### src/rtl/jtag_tap_ctrl.sv
`default_nettype none
// ============================================================================
//  Module      : jtag_tap_ctrl
//  Description : IEEE 1149.1 TAP controller driving a boundary-scan cell
//                chain. TCK/TMS/TDI are oversampled on ICLK. TCK edges are
//                turned into single-cycle rise/fall events, and those events
//                step the 16-state TAP FSM. The block holds the IR, IDCODE
//                and BYPASS registers, muxes TDO, and drives the cell
//                control strobes.
//  Ports       : ICLK, RST         system clock / async active-high reset
//                TCK, TMS, TDI     JTAG pins (asynchronous to ICLK)
//                TDO, TDO_EN       JTAG data out and its output enable
//                bsr_si, bsr_so    serial in/out of the boundary-scan chain
//                shift_dr          cell shift select (level)
//                clk_dr, update_dr cell capture/shift and update strobes
//                mode              cell output select (1 = EXTEST)
//                ir_out            current instruction
//                tap_state         FSM state code
//  Revision    : 1.0 - initial release
// ============================================================================
module jtag_tap_ctrl #(
    parameter int          IR_WIDTH    = 4,
    parameter logic [31:0] IDCODE_VAL  = 32'h0A5C_3001,
    parameter int          SYNC_STAGES = 2
) (
    input  logic                ICLK,
    input  logic                RST,
    input  logic                TCK,
    input  logic                TMS,
    input  logic                TDI,
    output logic                TDO,
    output logic                TDO_EN,
    output logic                bsr_si,
    input  logic                bsr_so,
    output logic                shift_dr,
    output logic                clk_dr,
    output logic                update_dr,
    output logic                mode,
    output logic [IR_WIDTH-1:0] ir_out,
    output logic [3:0]          tap_state
);

    typedef enum logic [3:0] {
        TLR   = 4'hF, RTI   = 4'hC, SELDR = 4'h7, CAPDR = 4'h6,
        SHDR  = 4'h2, EX1DR = 4'h1, PSDR  = 4'h3, EX2DR = 4'h0,
        UPDDR = 4'h5, SELIR = 4'h4, CAPIR = 4'hE, SHIR  = 4'hA,
        EX1IR = 4'h9, PSIR  = 4'hB, EX2IR = 4'h8, UPDIR = 4'hD
    } tap_state_e;

    localparam logic [IR_WIDTH-1:0] IR_EXTEST = '0;
    localparam logic [IR_WIDTH-1:0] IR_SAMPLE = IR_WIDTH'(1);
    localparam logic [IR_WIDTH-1:0] IR_IDCODE = IR_WIDTH'(2);

    // Pin synchronizers. TMS/TDI share the TCK pipeline depth, so the
    // synced TMS/TDI seen on a tck_rise cycle is the value at the pin edge.
    logic [SYNC_STAGES-1:0] tck_sync_q, tms_sync_q, tdi_sync_q;
    logic                   tck_edge_q;
    logic                   tck_s, tms_s, tdi_s, tck_rise, tck_fall;

    assign tck_s    = tck_sync_q[SYNC_STAGES-1];
    assign tms_s    = tms_sync_q[SYNC_STAGES-1];
    assign tdi_s    = tdi_sync_q[SYNC_STAGES-1];
    assign tck_rise =  tck_s & ~tck_edge_q;
    assign tck_fall = ~tck_s &  tck_edge_q;

    always_ff @(posedge ICLK or posedge RST) begin
        if (RST) begin
            tck_sync_q <= '0;
            tms_sync_q <= '0;
            tdi_sync_q <= '0;
            tck_edge_q <= 1'b0;
        end else begin
            tck_sync_q <= {tck_sync_q[SYNC_STAGES-2:0], TCK};
            tms_sync_q <= {tms_sync_q[SYNC_STAGES-2:0], TMS};
            tdi_sync_q <= {tdi_sync_q[SYNC_STAGES-2:0], TDI};
            tck_edge_q <= tck_s;
        end
    end

    // TAP state machine
    tap_state_e state_q, state_d;

    always_ff @(posedge ICLK or posedge RST) begin
        if (RST) state_q <= TLR;
        else     state_q <= state_d;
    end

    always_comb begin
        state_d = state_q;
        if (tck_rise) begin
            case (state_q)
                TLR:   if (!tms_s) state_d = RTI;
                RTI:   if (tms_s)  state_d = SELDR;
                SELDR: state_d = tms_s ? SELIR : CAPDR;
                SELIR: state_d = tms_s ? TLR   : CAPIR;
                CAPDR: state_d = tms_s ? EX1DR : SHDR;
                SHDR:  if (tms_s)  state_d = EX1DR;
                EX1DR: state_d = tms_s ? UPDDR : PSDR;
                PSDR:  if (tms_s)  state_d = EX2DR;
                EX2DR: state_d = tms_s ? UPDDR : SHDR;
                UPDDR: state_d = tms_s ? SELDR : RTI;
                CAPIR: state_d = tms_s ? EX1IR : SHIR;
                SHIR:  if (tms_s)  state_d = EX1IR;
                EX1IR: state_d = tms_s ? UPDIR : PSIR;
                PSIR:  if (tms_s)  state_d = EX2IR;
                EX2IR: state_d = tms_s ? UPDIR : SHIR;
                UPDIR: state_d = tms_s ? SELDR : RTI;
                default: state_d = TLR;
            endcase
        end
    end

    // Registers and TDO path
    logic [IR_WIDTH-1:0] ir_sr_q, ir_q;
    logic [31:0]         idcode_q;
    logic                byp_q, mode_q, tdo_q, tdo_en_q;
    logic                bsr_sel, dr_lsb;

    // Undefined instruction codes fall into the default arm (BYPASS).
    always_comb begin
        bsr_sel = (ir_q == IR_EXTEST) || (ir_q == IR_SAMPLE);
        if (bsr_sel)                dr_lsb = bsr_so;
        else if (ir_q == IR_IDCODE) dr_lsb = idcode_q[0];
        else                        dr_lsb = byp_q;
    end

    always_ff @(posedge ICLK or posedge RST) begin
        if (RST) begin
            ir_sr_q  <= '0;
            ir_q     <= IR_IDCODE;
            mode_q   <= 1'b0;
            idcode_q <= '0;
            byp_q    <= 1'b0;
            tdo_q    <= 1'b0;
            tdo_en_q <= 1'b0;
        end else begin
            if (tck_rise) begin
                case (state_q)
                    CAPIR: ir_sr_q <= IR_WIDTH'(1);
                    SHIR:  ir_sr_q <= {tdi_s, ir_sr_q[IR_WIDTH-1:1]};
                    CAPDR: begin
                        idcode_q <= IDCODE_VAL;
                        byp_q    <= 1'b0;
                    end
                    SHDR: begin
                        idcode_q <= {tdi_s, idcode_q[31:1]};
                        byp_q    <= tdi_s;
                    end
                    default: ;
                endcase
            end

            if (tck_fall) begin
                if (state_q == SHIR) begin
                    tdo_q    <= ir_sr_q[0];
                    tdo_en_q <= 1'b1;
                end else if (state_q == SHDR) begin
                    tdo_q    <= dr_lsb;
                    tdo_en_q <= 1'b1;
                end else begin
                    tdo_en_q <= 1'b0;
                end
            end

            // Test-Logic-Reset keeps the instruction pinned to IDCODE.
            if (state_q == TLR) begin
                ir_q   <= IR_IDCODE;
                mode_q <= 1'b0;
            end else if (tck_fall && state_q == UPDIR) begin
                ir_q   <= ir_sr_q;
                mode_q <= (ir_sr_q == IR_EXTEST);
            end
        end
    end

    // Cell strobes derive from the single-cycle edge events, so they are
    // one ICLK wide and vanish when the sync flops are reset.
    assign clk_dr    = tck_rise & bsr_sel & ((state_q == CAPDR) || (state_q == SHDR));
    assign update_dr = tck_fall & bsr_sel & (state_q == UPDDR);
    assign shift_dr  = bsr_sel & (state_q == SHDR);

    assign bsr_si    = tdi_s;
    assign TDO       = tdo_q;
    assign TDO_EN    = tdo_en_q;
    assign mode      = mode_q;
    assign ir_out    = ir_q;
    assign tap_state = state_q;

endmodule
`default_nettype wire
### config.mk
export PLATFORM = sky130hd
export DESIGN_NAME = jtag_tap_ctrl
export DESIGN_NICKNAME = d
export VERILOG_FILES = /design/src/rtl/jtag_tap_ctrl.sv
export SDC_FILE = /design/constraint.sdc
export NUM_CORES = 1
export LEC_CHECK = 0
export ABC_CLOCK_PERIOD_IN_PS = 1700
export CORE_ASPECT_RATIO = 2
export CORE_MARGIN = 5
export CORE_UTILIZATION = 51
export DETAILED_ROUTE_END_ITERATION = 8
export PLACE_DENSITY = 0.83
export SLEW_MARGIN = 30
export SYNTH_ARGS = -nofsm -noshare
export SYNTH_HDL_FRONTEND = slang
export SYNTH_SLANG_ARGS = --single-unit
### constraint.sdc
create_clock -name ICLK -period 1.7 [get_ports ICLK]
set_clock_uncertainty 0.2 [all_clocks]
set_input_delay 0.255 -clock ICLK [delete_from_list [all_inputs] [get_ports ICLK]]
set_output_delay 0.255 -clock ICLK [all_outputs]
set_load 0.01 [all_outputs]
==> results.tsv, run 1 <==
metric	value	unit
rsz0062_at_grt	yes	
path_clk_slew	0.10	ns
start_kind	register	
grt_pass1_vias	2185	
wire_per_inst	18.7	um
overflow	0	
ys_seq_area_frac	0.556	
status	complete, but fails checks	
via_count	1975	
synth_top_family_by_area	simple AND/OR/NAND/NOR gates	
synth_xor_area_frac	0	
dp_hpwl	3170	um
die_h	108	um
whs	0.0656	ns
drtAntennaViolNets	0	
ios	21	
die_area	0.00636	mm^2
seq_area	0.00136	mm^2
n_antenna_cell	0	
finalSetupViolCount	36	
cts_root_buffer	clkbuf_8	
crit_chain	nand2b_4 > or4b_4 > buf_6 > buf_16 > nand2_4 > o21ai_2	
pre_cts_ws	-0.274	ns
critPathBufInv	2	
cp.arrival	1.92	ns
first_pass_iters	4	
clock_sinks	54	
synth_compound_area_frac	0.183	
path_max_fanout	7	
fin_crit	1.92	ns
setup_ws	-0.223	ns
cap_viol_max_count	0	
final_hold_viol_count	0	
worstPathRequired	1.69	ns
area_delta_synth_final	48.4	%
max-vdd-ir-drop	1100	uV
fillers	244	
fin_nets	299	
finalMaxSlewViolations	0	
grt.total_usage	0.222	
cts_tree	done	
end_kind	register	
r2r-end	idcode_q[18]$_DFFE_PP0P_	
viasPerCell	5.66	
grt_max_degree	28	
violations	negative setup slack	
leakage	1.64	nW
drive_gt1_frac	0.480	
die_x	58.9	um
syn_nets	240	
cp_slowest_cell	or4b_4	
htreeDepth	2	
multi_input_comb_area	0.00126	mm^2
port_buffers	20	
cp-startpoint	tck_edge_q$_DFF_PP0_	
rows	35	
synthMuxAreaShare	0.00461	
critical-path-max-stage-delay	0.63	ns
ys_ff_latch	54	
reg2reg_slack	-0.22	ns
rr_worst_depth	6	
synthAdderAreaFrac	0	
yosysWarnings	0	
slew_headroom	0.763	
insertion_delay	0.31	ns
path_class	reg2reg	
drc	0	
grt_first_pass_wirelength	10800	um
gp_congestion	0.867	
cts_hold_buf	0	
r2r-start	tck_edge_q$_DFF_PP0_	
initial_utilization	0.526	
postSynthCellCount	234	
cts_buffer_depth	2	
core	0.00464	mm^2
wirelength	6530	um
hold_class	in2async	
antenna_found_initial	0	
fmax	520	MHz
power.density	1470	mW/mm^2
avgSynthCellArea	10.4	um^2
critPathTopFamily	simple AND/OR/NAND/NOR gates	
yosys.area_share.simple	0.203	
synth_area	0.00244	mm^2
dr.first_iter.drc_count	78	
layout.cells.non_filler	349	
min_period_over_period	1.13	
max_slew.worst_pin.slew	0.355	ns
synth_cell_types	32	
cts_buffers	5	
dp.cells	318	
==> routing by layer <==
layer	vias to the layer above	GRT usage	wire length (um)
li1	906	-	-
met1	1000	0.262	2430
met2	53	0.393	3690
met3	16	0.0312	212
met4	0	0.0875	204
met5	-	0	0
==> layout make-up <==
cell class                 count  share of cell area
inverter                       5             0.00621
multi-input combinational    159               0.349
sequential                    54               0.375
clock buffer                   5              0.0190
clock inverter                 3              0.0110
timing repair buffer          68               0.222
tap                           55              0.0190
==> Yosys cell counts <==
library cell	number	area share
buf_6	7	0.032
dfrtp_1	49	0.50
or4b_1	1	0.0041
and2_1	1	0.0026
o21bai_1	1	0.0031
o21ai_1	3	0.0061
clkbuf_1	9	0.014
a2bb2oi_1	1	0.0036
o21ai_2	28	0.10
nor2b_1	4	0.010
nor2_1	9	0.014
o21ai_0	11	0.023
nand3_1	3	0.0061
nand2_1	43	0.066
a22o_1	4	0.014
o41ai_1	2	0.0072
inv_1	5	0.0077
nor3_1	4	0.0082
mux2_2	1	0.0046
o211ai_1	1	0.0031
nor3b_1	1	0.0031
nand2b_4	1	0.0056
nand4b_1	1	0.0036
nand2b_1	26	0.067
o31ai_1	1	0.0031
nor4_1	2	0.0051
a21oi_1	6	0.012
dfstp_2	5	0.054
and4_1	1	0.0036
and4b_1	1	0.0041
a21oi_2	1	0.0036
a221oi_1	1	0.0036
==> sequential cells by signal, indices dropped and copies added, names as in the netlist <==
signal,count
idcode_q,32
ir_out,4
ir_sr_q,4
tap_state,4
tck_sync_q,2
tdi_sync_q,2
tms_sync_q,2
TDO,1
TDO_EN,1
mode,1
tck_edge_q,1
==> power breakdown <==
group	leakage (nW)	internal (mW)	switching, mW
logic	0.879	1.38	1.14
clock network	0.0579	0.434	0.408
registers	0.698	1.64	0.317
total	1.64	3.45	1.86
==> cell families after synthesis <==
kind of cell,count (synthesis)
AND/OR/NAND/NOR,98
AO/OA/AOI/OAI,60
flip-flops,54
buffers and inverters,21
multiplexers,1
==> per-stage QoR <==
stage | TNS, ns | power [mW] | utilization | cell area [um^2]
after floorplan | -0.996 | 2.84 | - | 2450
after global placement | -8.34 | 3.38 | 0.606 | 2820
after detailed placement | -8.85 | 3.42 | 0.606 | 2820
after CTS | -4.71 | 4.93 | 0.745 | 3460
after global routing | -7.99 | 5.59 | 0.781 | 3620
final | -6.33 | 5.32 | 0.781 | 3620
==> repair_timing <==
item | 4_1_cts | 5_1_grt
buffers inserted | 11 | 9
pin swaps | 33 | 10
endpoints found under the setup margin | 45 | 48
resized for setup | 105 | 36
hold endpoints to repair | 0 | 0
gates cloned | 7 | 0
==> how the worst max path moves through the flow <==
stage                          endpoint  slack, ns  depth (start not counted)
3_3_place_gp                     clk_dr      -0.26                          4
4_1_cts                          clk_dr      -0.17                          4
2_1_floorplan  idcode_q[10]$_DFFE_PP0P_      -0.04                          5
3_5_place_dp   idcode_q[12]$_DFFE_PP0P_      -0.27                          5
6_report       idcode_q[18]$_DFFE_PP0P_      -0.22                          6
5_1_grt        idcode_q[18]$_DFFE_PP0P_      -0.27                          6
==> cells in the final DEF, fill, tap and decap left out, types with 4 or more instances in the layout <==
master           instances
o21ai_0                 10
clkbuf_8                 5
nand2_4                 23
buf_6                   11
dfstp_2                  5
a21oi_1                  6
a22o_1                   4
nor2_1                   9
dfrtp_1                 49
o21ai_2                 28
clkdlybuf4s50_1          7
nand2b_1                26
buf_4                   27
buf_12                   7
inv_1                    4
nand2_1                 18
buf_16                   5
Power figures use the tool's default switching activity.
==> inputs of run 2 (changes only) <==
--- a/config.mk
+++ b/config.mk
@@ -15,3 +15,4 @@
 export SYNTH_ARGS = -nofsm -noshare
 export SYNTH_HDL_FRONTEND = slang
 export SYNTH_SLANG_ARGS = --single-unit
+export TNS_END_PERCENT = 100
==> results of run 2 <==
The final DEF is identical to that of run 1; final timing and power are the same.
==> inputs of run 3 (changes only) <==
--- a/config.mk
+++ b/config.mk
@@ -5,12 +5,13 @@
 export SDC_FILE = /design/constraint.sdc
 export NUM_CORES = 1
 export LEC_CHECK = 0
+export ABC_AREA = 1
 export ABC_CLOCK_PERIOD_IN_PS = 1700
 export CORE_ASPECT_RATIO = 2
 export CORE_MARGIN = 5
 export CORE_UTILIZATION = 51
 export DETAILED_ROUTE_END_ITERATION = 8
-export PLACE_DENSITY = 0.83
+export PLACE_DENSITY = 0.82
 export SLEW_MARGIN = 30
 export SYNTH_ARGS = -nofsm -noshare
 export SYNTH_HDL_FRONTEND = slang
==> constraint.sdc (replaced) <==
create_clock -name ICLK -period 1.7 [get_ports ICLK]
set_clock_uncertainty 0.2 [all_clocks]
set_input_delay 0.34 -clock ICLK [delete_from_list [all_inputs] [get_ports ICLK]]
set_output_delay 0.34 -clock ICLK [all_outputs]
set_load 0.01 [all_outputs]
==> run 3 against run 2 <==
  * The flow still finishes with violations (negative setup slack)
  * Routed wire length down 2.6%
  * Largest power group unchanged
  * Synthesized area increased by 0.87%
  * Non-clock buffer count decreased by 5
  * Cell count is 3.4% higher
  * Highest routed layer unchanged
  * Synthesized cell count rose by 4.3%
  * Register-to-register slack gained 0.12 ns
  * Final area decreased by 7.9%
  * Sequential power decreased by 9%
  * Critical path depth decreased by 3
  * Maximum frequency decreased by 0.47%
  * Core utilization decreased by 6.2 points
  * First-iteration DRC count is 91% higher
==> results.tsv, run 3 <==
metric	value	unit	change
status	complete, but fails checks		
violations	negative setup slack		
min_period_over_period	1.14		+0.00536
max_slew.worst_pin.slew	0.317	ns	-0.0377 ns
whs	0.121	ns	+0.0557 ns
area_delta_synth_final	35.4	%	
fin_crit	1.93	ns	+0.00911 ns
cp.arrival	1.39	ns	-0.53 ns
rsz0062_at_grt	yes		
antenna_found_initial	0		unchanged
synth_common_cells	49 x dfrtp_1, 49 x inv_1, 36 x nand2_1		
start_kind	register		
largest_register_ffs	32		unchanged
synth_area	0.00246	mm^2	+0.87%
max-vdd-ir-drop	981	uV	-11%
cts_buffer_depth	2		unchanged
path_class	reg2out		
yosys_most_used_dff	dfrtp_1		
power.density	1540	mW/mm^2	+5.1%
final_common_cell	dfrtp_1		
die_x	59.1	um	+0.36%
setup_tns	-2.67	ns	+3.66 ns
synthTopCellsByArea	dfrtp_1 50%, o22ai_2 10%, inv_1 7.5%		
worstPathRequired	1.16	ns	-0.53 ns
cts_hold_buf	0		unchanged
die_h	108	um	+0.39%
dr.first_iter.drc_count	149		+91%
ys_ff_latch	54		unchanged
path_max_fanout	2		-5
placed_cell_area	0.00289	mm^2	+2.8%
yosysWarnings	0		unchanged
postSynthCellCount	244		+4.3%
end_kind	output pin		
syn_nets	250		+4.2%
layout.cells.non_filler	361		+3.4%
drive_gt1_frac	0.435		-0.0450
core	0.00464	mm^2	unchanged
grt.total_usage	0.189		-0.0331
grt_pass1_vias	2026		-7.3%
drtAntennaViolNets	0		unchanged
grt_first_pass_wirelength	9050	um	-16%
avgSynthCellArea	10.1	um^2	-3.3%
wire_per_inst	17.6	um	-5.9%
finalMaxSlewViolations	0		unchanged
drc	0		unchanged
grt_max_degree	29		+3.6%
cts_buffers	5		unchanged
final_hold_viol_count	0		unchanged
viasPerCell	5.60		-1.0%
cp-startpoint	tap_state[2]$_DFFE_PP1P_		
fmax	517	MHz	-0.47%
fin_nets	311		+4.0%
reg2reg_slack	-0.10	ns	+0.12 ns
p_total	5.15	mW	-3.2%
clock_sinks	54		unchanged
via_count	2022		+2.4%
dp.cells	335		+5.3%
cap_viol_max_count	0		unchanged
synth_enable_flop_cells	0		unchanged
overflow	0		unchanged
htreeDepth	2		unchanged
ios	21		unchanged
leakage	1.60	nW	-2.0%
critical-path-max-stage-delay	0.56	ns	-0.07 ns
gp_congestion	0.914		+5.4%
n_antenna_cell	0		unchanged
yosysTopAreaCell	dfrtp_1		
port_buffers	20		unchanged
largest-register	idcode_q		
synth_top_cell_area_share	0.498		-0.00433
synth_cell_types	27		-16%
cts_tree	done		
ys_seq_area_frac	0.551		-0.00480
final_cell_mix	49 x dfrtp_1, 43 x inv_1, 30 x buf_4		
slew_headroom	0.788		+0.0249
hold_class	in2async		
cp_slowest_cell	dfstp_2		
first_pass_iters	4		unchanged
insertion_delay	0.31	ns	about the same
wirelength	6360	um	-2.6%
rows	35		unchanged
setup_ws	-0.232	ns	-0.00911 ns
stdcell_area	0.00334	mm^2	-7.9%
cts_root_buffer	clkbuf_8		
path_clk_slew	0.09	ns	about the same
die_area	0.00640	mm^2	+0.75%
r2r-start	tap_state[0]$_DFFE_PP1P_		
finalSetupViolCount	42		+17%
dp_hpwl	3760	um	+19%
synth-async-reset-ratio	1.00		unchanged
initial_utilization	0.531		+0.00458
crit_chain	nand3_2 > nor4_2 > buf_2		
==> run 3: cell types whose count changed after synthesis, moves of 7 or more <==
cell	before	now
nand3_1	3	17
o22ai_1	0	7
nand2_1	43	36
o21ai_0	11	4
a22oi_1	0	9
clkbuf_1	9	0
nand2b_1	26	0
inv_1	5	49
o22ai_2	0	20
o21ai_2	28	0
==> run 3: worst max-delay path, delay by kind of cell (launching register included) <==
family	cells	cell delay, ns
and+or+nand+nor	2	0.35
buffers and inverters	1	0.18
DFF	1	0.56
==> run 3: final cells by class <==
| class | instances | area, um^2 |
|---|---|---|
| Timing Repair Buffer | 63 | 572 |
| Tap cell | 55 | 68.8 |
| Multi-Input combinational cell | 124 | 981 |
| Inverter | 57 | 248 |
| Clock inverter | 2 | 37.5 |
| Clock buffer | 6 | 72.6 |
| Fill cell | 313 | 1310 |
| Sequential cell | 54 | 1360 |
==> run 3: what timing repair did <==
item / 4_1_cts / 5_1_grt
pin swaps: 8 / 14
resized for setup: 64 / 47
gates cloned: 0 / 1
setup endpoints to repair: 46 / 54
setup buffers: 7 / 12
==> run 3: metrics by stage <==
step	setup slack, ns	utilization
6_report	-0.232	0.719
3_5_place_dp	-0.330	0.623
4_1_cts	-0.211	0.669
2_1_floorplan	-0.0194	-
3_3_place_gp	-0.260	0.623
5_1_grt	-0.313	0.719
==> run 3: final timing paths <==
path | to | depth (start not counted)
worst min register to register | tms_sync_q[1]$_DFF_PP0_ | 0
max in group asynchronous | tap_state[1]$_DFFE_PP1P_ | 3
worst min-delay path | tdi_sync_q[1]$_DFF_PP0_ | 2
worst max register to register | tap_state[3]$_DFFE_PP1P_ | 11
worst max-delay path | update_dr | 3
min in group ICLK | tms_sync_q[1]$_DFF_PP0_ | 0
==> run 3: layer usage <==
metal / global-route usage / wire length, um / up-vias
met4: 0.130 / 340 / 0
met3: 0.0263 / 239 / 32
met1: 0.189 / 2140 / 1008
li1: - / - / 911
met2: 0.343 / 3650 / 71
met5: 0 / 0 / -
==> run 3: cells by family (layout without fill, tap and decap cells) <==
| group | Yosys count | after routing | share of synthesized area |
|---|---|---|---|
| AND/OR/NAND/NOR | 79 | 79 | 0.156 |
| buffers and inverters | 66 | 128 | 0.126 |
| flip-flops | 54 | 54 | 0.551 |
| AO/OA/AOI/OAI | 45 | 45 | 0.167 |
==> run 3: power breakdown <==
group	total [mW]	leakage [nW]	internal, mW	switching, mW
registers	1.79	0.681	1.65	0.140
clock network	0.854	0.0514	0.440	0.414
logic	2.50	0.870	1.09	1.41
